File: src/rtl/instr_encoder.sv
// instr_encoder: registered RV32I instruction encoder.
// Scatters a full 32-bit immediate into the format chosen by the opcode,
// range-checks it, and presents the word through a valid/ready register.
// Illegal immediates and unknown opcodes produce a NOP with out_err set.
module instr_encoder #(
    parameter int CNT_W = 16
) (
    input  logic             clk,
    input  logic             rst_n,
    input  logic             in_valid,
    output logic             in_ready,
    input  logic [6:0]       in_opcode,
    input  logic [2:0]       in_funct3,
    input  logic [6:0]       in_funct7,
    input  logic [4:0]       in_rd,
    input  logic [4:0]       in_rs1,
    input  logic [4:0]       in_rs2,
    input  logic [31:0]      in_imm,
    output logic             out_valid,
    input  logic             out_ready,
    output logic [31:0]      out_instr,
    output logic             out_err,
    output logic [CNT_W-1:0] out_count,
    output logic [CNT_W-1:0] err_count
);

    localparam logic [6:0] OP_LOAD   = 7'b0000011;
    localparam logic [6:0] OP_JALR   = 7'b1100111;
    localparam logic [6:0] OP_ALUI   = 7'b0010011;
    localparam logic [6:0] OP_STORE  = 7'b0100011;
    localparam logic [6:0] OP_BRANCH = 7'b1100011;
    localparam logic [6:0] OP_JAL    = 7'b1101111;
    localparam logic [6:0] OP_LUI    = 7'b0110111;
    localparam logic [6:0] OP_AUIPC  = 7'b0010111;
    localparam logic [6:0] OP_ALU    = 7'b0110011;
    localparam logic [31:0] NOP_WORD = 32'h00000013;

    // 12-bit signed range: bits [31:11] are a pure sign extension.
    function automatic logic fits_12s(input logic [31:0] imm);
        return (imm[31:11] == '0) || (&imm[31:11]);
    endfunction

    // 13-bit signed, even (branch offsets).
    function automatic logic fits_b(input logic [31:0] imm);
        return !imm[0] && ((imm[31:12] == '0) || (&imm[31:12]));
    endfunction

    // 21-bit signed, even (jump offsets).
    function automatic logic fits_j(input logic [31:0] imm);
        return !imm[0] && ((imm[31:20] == '0) || (&imm[31:20]));
    endfunction

    logic             valid_q, valid_d;
    logic [31:0]      instr_q, instr_d;
    logic             err_q, err_d;
    logic [CNT_W-1:0] out_count_q, out_count_d;
    logic [CNT_W-1:0] err_count_q, err_count_d;

    logic [31:0] enc_word;
    logic        enc_bad;
    logic        accept_in;
    logic        accept_out;

    assign in_ready   = !valid_q || out_ready;
    assign accept_in  = in_valid && in_ready;
    assign accept_out = valid_q && out_ready;

    // Encode the current input fields into a word plus an error flag.
    always_comb begin
        enc_word = NOP_WORD;
        enc_bad  = 1'b0;
        unique case (in_opcode)
            OP_LOAD, OP_JALR: begin
                enc_word = {in_imm[11:0], in_rs1, in_funct3, in_rd, in_opcode};
                enc_bad  = !fits_12s(in_imm);
            end
            OP_ALUI: begin
                if (in_funct3 == 3'b001 || in_funct3 == 3'b101) begin
                    enc_word = {in_funct7, in_imm[4:0], in_rs1, in_funct3, in_rd, in_opcode};
                    enc_bad  = (in_imm[31:5] != '0);
                end else begin
                    enc_word = {in_imm[11:0], in_rs1, in_funct3, in_rd, in_opcode};
                    enc_bad  = !fits_12s(in_imm);
                end
            end
            OP_STORE: begin
                enc_word = {in_imm[11:5], in_rs2, in_rs1, in_funct3, in_imm[4:0], in_opcode};
                enc_bad  = !fits_12s(in_imm);
            end
            OP_BRANCH: begin
                enc_word = {in_imm[12], in_imm[10:5], in_rs2, in_rs1, in_funct3,
                            in_imm[4:1], in_imm[11], in_opcode};
                enc_bad  = !fits_b(in_imm);
            end
            OP_JAL: begin
                enc_word = {in_imm[20], in_imm[10:1], in_imm[11], in_imm[19:12], in_rd, in_opcode};
                enc_bad  = !fits_j(in_imm);
            end
            OP_LUI, OP_AUIPC: begin
                enc_word = {in_imm[31:12], in_rd, in_opcode};
                enc_bad  = (in_imm[11:0] != '0);
            end
            OP_ALU: begin
                enc_word = {in_funct7, in_rs2, in_rs1, in_funct3, in_rd, in_opcode};
                enc_bad  = 1'b0;
            end
            default: begin
                enc_word = NOP_WORD;
                enc_bad  = 1'b1;
            end
        endcase
        if (enc_bad) begin
            enc_word = NOP_WORD;
        end
    end

    // Next-state for the output register and handshake counters.
    always_comb begin
        valid_d     = valid_q;
        instr_d     = instr_q;
        err_d       = err_q;
        out_count_d = out_count_q;
        err_count_d = err_count_q;
        if (accept_out) begin
            out_count_d = out_count_q + CNT_W'(1);
            if (err_q) begin
                err_count_d = err_count_q + CNT_W'(1);
            end
        end
        if (accept_in) begin
            valid_d = 1'b1;
            instr_d = enc_word;
            err_d   = enc_bad;
        end else if (accept_out) begin
            valid_d = 1'b0;
        end
    end

    // State registers with synchronous active-low reset.
    always_ff @(posedge clk) begin
        if (!rst_n) begin
            valid_q     <= 1'b0;
            instr_q     <= '0;
            err_q       <= 1'b0;
            out_count_q <= '0;
            err_count_q <= '0;
        end else begin
            valid_q     <= valid_d;
            instr_q     <= instr_d;
            err_q       <= err_d;
            out_count_q <= out_count_d;
            err_count_q <= err_count_d;
        end
    end

    assign out_valid = valid_q;
    assign out_instr = instr_q;
    assign out_err   = err_q;
    assign out_count = out_count_q;
    assign err_count = err_count_q;

endmodule

File: config.mk
export PLATFORM = sky130hd
export DESIGN_NAME = instr_encoder
export DESIGN_NICKNAME = d
export VERILOG_FILES = /design/src/rtl/instr_encoder.sv
export SDC_FILE = /design/constraint.sdc
export NUM_CORES = 1
export LEC_CHECK = 0
export BUFFER_PORTS_ARGS = -buffer_cell sky130_fd_sc_hd__buf_2
export CORE_MARGIN = 5
export CORE_UTILIZATION = 49
export CTS_CLUSTER_DIAMETER = 50
export CTS_CLUSTER_SIZE = 30
export DETAILED_ROUTE_END_ITERATION = 12
export PLACE_DENSITY = 0.8
export SLEW_MARGIN = 0
export SYNTH_ARGS = -nofsm -noshare
export SYNTH_HDL_FRONTEND = slang
export SYNTH_SLANG_ARGS = --single-unit
File: constraint.sdc
create_clock -name clk -period 2.94 [get_ports clk]
set_input_delay 0.294 -clock clk [delete_from_list [all_inputs] [get_ports clk]]
set_output_delay 0.294 -clock clk [all_outputs]
set_load 0.02 [all_outputs]
Word-level counts from Yosys, hierarchy flattened
Index checks and enable logic that the tools add are counted.
- flip-flop bits (word level): 66
- input bits: 68
- output and inout bits: 67
- word-level logic and storage cells: 52
- $add $sub $neg: 2
- eq/ne operators: 11
- mux-type cells: 7
- reduce and logical (&&, ||, !) cells: 27
- operator list (cell ; count):
    $pmux W32 S7 ; 1
    $mux W32 ; 2
    $add A16 B1 Y16 const B ; 2
    $reduce_bool A27 Y1 ; 1
    $eq A7 B6 Y1 const B ; 3
    $eq A7 B7 Y1 const B ; 3
    $logic_not A21 Y1 ; 1
    $reduce_and A21 Y1 ; 1
    $logic_not A20 Y1 ; 1
    $reduce_and A20 Y1 ; 1
    $eq A7 B5 Y1 const B ; 2
    $logic_not A12 Y1 ; 1
    $reduce_and A12 Y1 ; 1
    $reduce_bool A12 Y1 ; 1
    $eq A7 B2 Y1 const B ; 1
    $pmux W1 S6 ; 1
    $logic_not A1 Y1 ; 5
    $logic_or A1 B1 Y1 ; 5
    $logic_and A1 B1 Y1 ; 4
    $reduce_or A2 Y1 ; 2
    $eq A3 B1 Y1 const B ; 1
    $eq A3 B3 Y1 const B ; 1
    $mux W1 ; 3
    $reduce_or A3 Y1 ; 1
    other kinds (2) ; 2

Depth between registers and ports, before layout
- word-level depth: 6
- gate-level depth with buffers: 9

Worst setup path before layout
Ideal clock, no wire load.
- path type: input port to flip-flop
- start: input port in_imm[16]
- end: register instr_q[30], in the netlist out_instr[30]
- setup time: 84 ps
- arrival: 2189 ps
- data required time: 2856 ps
- setup slack: 667 ps
- stages: 7
- path buffers: 1
- cell sequence: or4_4 > nor4_4 > a22oi_2 > a211oi_2 > nand3_4 > buf_6 > o31ai_2
- longest elaborated chain between the ends: 6
- elaborated cells between the ends (all ways): 13
- RTL lines (element ; RTL line ; RTL):
    from (decl) ; 18 ; input logic [31:0] in_imm,
    $logic_not A21 Y1 (tied with other cells) ; 40 ; return (imm[31:11] == '0) || (&imm[31:11]);
    $logic_or A1 B1 Y1, on equally long branches ; 40, 45 ;
    $logic_not A1 Y1 / $logic_and A1 B1 Y1 (equally long branches) ; -- ;
    $mux W1 / $logic_not A1 Y1 (equally long branches) ; 78, 93 ;
    $pmux W1 S6 (*) ; 72 ; unique case (in_opcode)
    $mux W32 (*) ; 112 ; if (enc_bad) begin
    to (signal assigned) ; 149 ; instr_q <= instr_d;
    to (decl) ; 54 ; logic [31:0] instr_q, instr_d;
Mark *: on every way between the ends. The rest lies on a longest branch, timed or not.
A chain may end at the register's enable or synchronous reset.

Worst setup path in the final report
- start: input port in_imm[12]
- end: register instr_q[6], in the netlist out_instr[6]
Same word-level chain as after synthesis.

==> flow_summary.yaml <==
clocking:
  root_buffer: "clkbuf_8"
  cts_tree: "yes"
  cts_buffers: 9
  postCtsHoldBufs: 0
  clock_latency_ns: 0.33
  clkSlewWorstSetupHoldPaths_ns: 0.07
  cts_resized: 0
  clk_path_buf_depth: 2
  clock-sinks: 66
  post-cts-setup-buffers: 0
  htreeDepth: 3
synthesis:
  yosys_warnings: 0
  syn_area_per_cell_sq_um: 8.70
  ys_ff_latch: 66
  syn_area_sq_um: 3440
  synth_cell_type_count: 50
  synthTopCellsByCount: "66 x dfxtp_1, 52 x nand2_1, 25 x and2_1"
  syn-num-nets: 466
  synth-edff-count: 0
  yosysSeqAreaShare_pct: 38.4
  synth_top_area_share_pct: 38.4
  synthFlopType: "dfxtp_1"
  synthTopCellsByArea: "dfxtp_1 38%, nand2_1 5.7%, and2_1 4.5%"
  synth_async_sr_flop_share_pct: 0
  synth_cells: 396
  synth.most_common_cell: "dfxtp_1"
  synth_area_leader_cell: "dfxtp_1"
floorplan:
  pin_count: 135
  core_sq_um: 6830
  fp-row-count: 30
  die_y_um: 93.8
  start_util_pct: 50.4
  die_width_um: 93.8
  dieArea_sq_um: 8800
pwr:
  ir_drop_mv: 0.299
  p_sw_uw: 469
  p_int_mw: 1.52
  p_clk_share_pct: 44.7
  power_density_nw_per_um2: 451
  p_leak_nw: 1.86
  power.share.switching_pct: 23.6
  p_seq_share_pct: 45.7
  p_total_mw: 1.99
  pwr-share-comb_pct: 9.7
worst_setup_path:
  cp-start-kind: "input pin"
  regToRegSetupSlack_ns: 0.99
  cp_slowest_cell: "or4_4"
  crit_required_ns: 3.18
  r2r_end: "err_count[13]$_SDFFE_PN0P_"
  r2r-start: "out_valid$_SDFFE_PN0P_"
  r2r.worst_path.cells: 5
  slowest_delay_ns: 0.55
  timing_worst_setup_path_type: "input pin to flop"
  cp_cell_sequence: "buf_2, or4_4, nor4_4, a22oi_2, a211oi_2, nand3_4, o31ai_1"
  arrival_ns: 2.48
  cp-startpoint: "in_imm[12]"
  end_kind: "flop"
  cp_max_fo: 27
placed_design:
  dpl_worst_slack_ns: 0.337
  io_buffers: 134
  routabilityCongestion: 0.915
  dp_hpwl_um: 7580
  place_inst: 609
hold_path:
  holdPathEnd: "out_valid$_SDFFE_PN0P_"
  hold-path-cell-count: 3
  holdCritStartpoint: "in_valid"
  hp-class: "input pin to flop"
drt:
  viasPerCell: 5.82
  ant_nets: 0
  top_layer_used: "met4"
  wl_um: 9840
  first_pass_iters: 5
  drtIter0Drc: 286
  wl_per_cell_um: 15.7
  wl_met2_um: 4630
  route.met3.wl_um: 985
  drc_errors: 0
  vias: 3638
  wl_met1_um: 4020
timing:
  tns_ns: 0
  fmax_mhz: 445
  worst_pin_slew_ns: 0.779
  finalSetupViolations: 0
  hold_viol_final: 0
  finalCritPeriodShare_pct: 76.5
  drv_slew: 0
  fin_crit_ns: 2.25
  rsz0062_at_grt: "no"
  slew_headroom_pct: 47.7
  clock_skew_ns: 0.00544
  fin_ws_ns: 0.691
layout:
  drive_above_1_share_pct: 33.5
  fill_cells: 621
  nNetsFinal: 594
  antenna_cells: 0
  fin_cells: 625
  area_growth_syn_to_layout_pct: 28.2
outcome:
  status: "finished clean"
global_routing:
  grt_use_total_pct: 22.5
  grt_pass1_wl_um: 16100
  grt_max_degree: 32
  grt_pass1_vias: 3384
  grt_overflow_total: 0
  grt_antenna_before_repair: 0
run:
  cap_violations: 0
[worst max path at each step]
| stage | end | slack [ns] | cells past startpoint |
|---|---|---|---|
| global placement | out_instr[8]$_SDFFE_PN0P_ | 0.45 | 7 |
| floorplan | out_instr[30]$_SDFFE_PN0P_ | 0.67 | 7 |
| CTS | out_instr[6]$_SDFFE_PN0P_ | 0.70 | 7 |
| finish | out_instr[6]$_SDFFE_PN0P_ | 0.69 | 7 |
| detailed placement | out_instr[8]$_SDFFE_PN0P_ | 0.34 | 7 |
| global route | out_instr[11]$_SDFFE_PN0P_ | 0.56 | 7 |
[state kept, by name, summed over array words and instances (netlist names)]
name	count
err_count	16
out_count	16
out_err	1
out_instr	32
out_valid	1
[layout by cell type, fill, tap and decap left out, drive strengths merged, types with 7 or more instances in the layout]
master  instances
nand3          16
o21ai          18
clkbuf         12
or3             9
nor3            7
nand2          52
buf           140
a21boi         12
xnor2          17
nand4          17
nor2           13
o31ai          27
dfxtp          66
and2           25
a222oi         10
a22oi          14
[per-stage QoR]
step / hold slack [ns] / area (sq um) / utilization (%)
2_1_floorplan: 0.433 / 3440 / -
3_3_place_gp: 0.433 / 4180 / 61.1
3_5_place_dp: 0.440 / 4180 / 61.1
4_1_cts: 0.206 / 4410 / 64.6
5_1_grt: 0.226 / 4410 / 64.6
6_report: 0.228 / 4410 / 64.6
[cells by family after synthesis]
| logic type | Yosys count | synth area share (%) |
|---|---|---|
| AO/OA/AOI/OAI | 105 | 24.0 |
| flip-flops | 66 | 38.4 |
| XOR/XNOR | 22 | 5.60 |
| buffers and inverters | 28 | 3.56 |
| multiplexers | 1 | 0.291 |
| AND/OR/NAND/NOR | 172 | 27.4 |
| adder cells (fa/ha/maj) | 2 | 0.727 |
[routing by layer]
metal / global-route usage [%] / up-vias
met4: 7.94 / 0
met5: 0 / -
met2: 36.4 / 197
met1: 28.4 / 1684
met3: 6.81 / 22
li1: - / 1735
[layout make-up]
cell class	count	area, sq um	share of cell area [%]
Clock buffer	12	165	3.74
Clock inverter	4	72.6	1.64
Inverter	5	18.8	0.425
Multi-Input combinational cell	302	2000	45.3
Sequential cell	66	1320	29.9
Tap cell	96	120	2.72
Timing Repair Buffer	140	716	16.2
[worst max-delay path: cells and delay by family]
family / cells / cell delay [ns]
AND/OR/NAND/NOR: 3 / 1.24
AO/OA/AOI/OAI: 3 / 0.81
buffers and inverters: 1 / 0.12
[power by group through the flow]
stage | registers, mW | logic, mW | clock network (mW)
floorplan | 0.937 | 0.0914 | 0
global placement | 0.929 | 0.186 | 0
detailed placement | 0.929 | 0.189 | 0
CTS | 0.908 | 0.190 | 0.911
global route | 0.909 | 0.210 | 0.950
finish | 0.908 | 0.192 | 0.889
(Power assumes the default switching activity.)
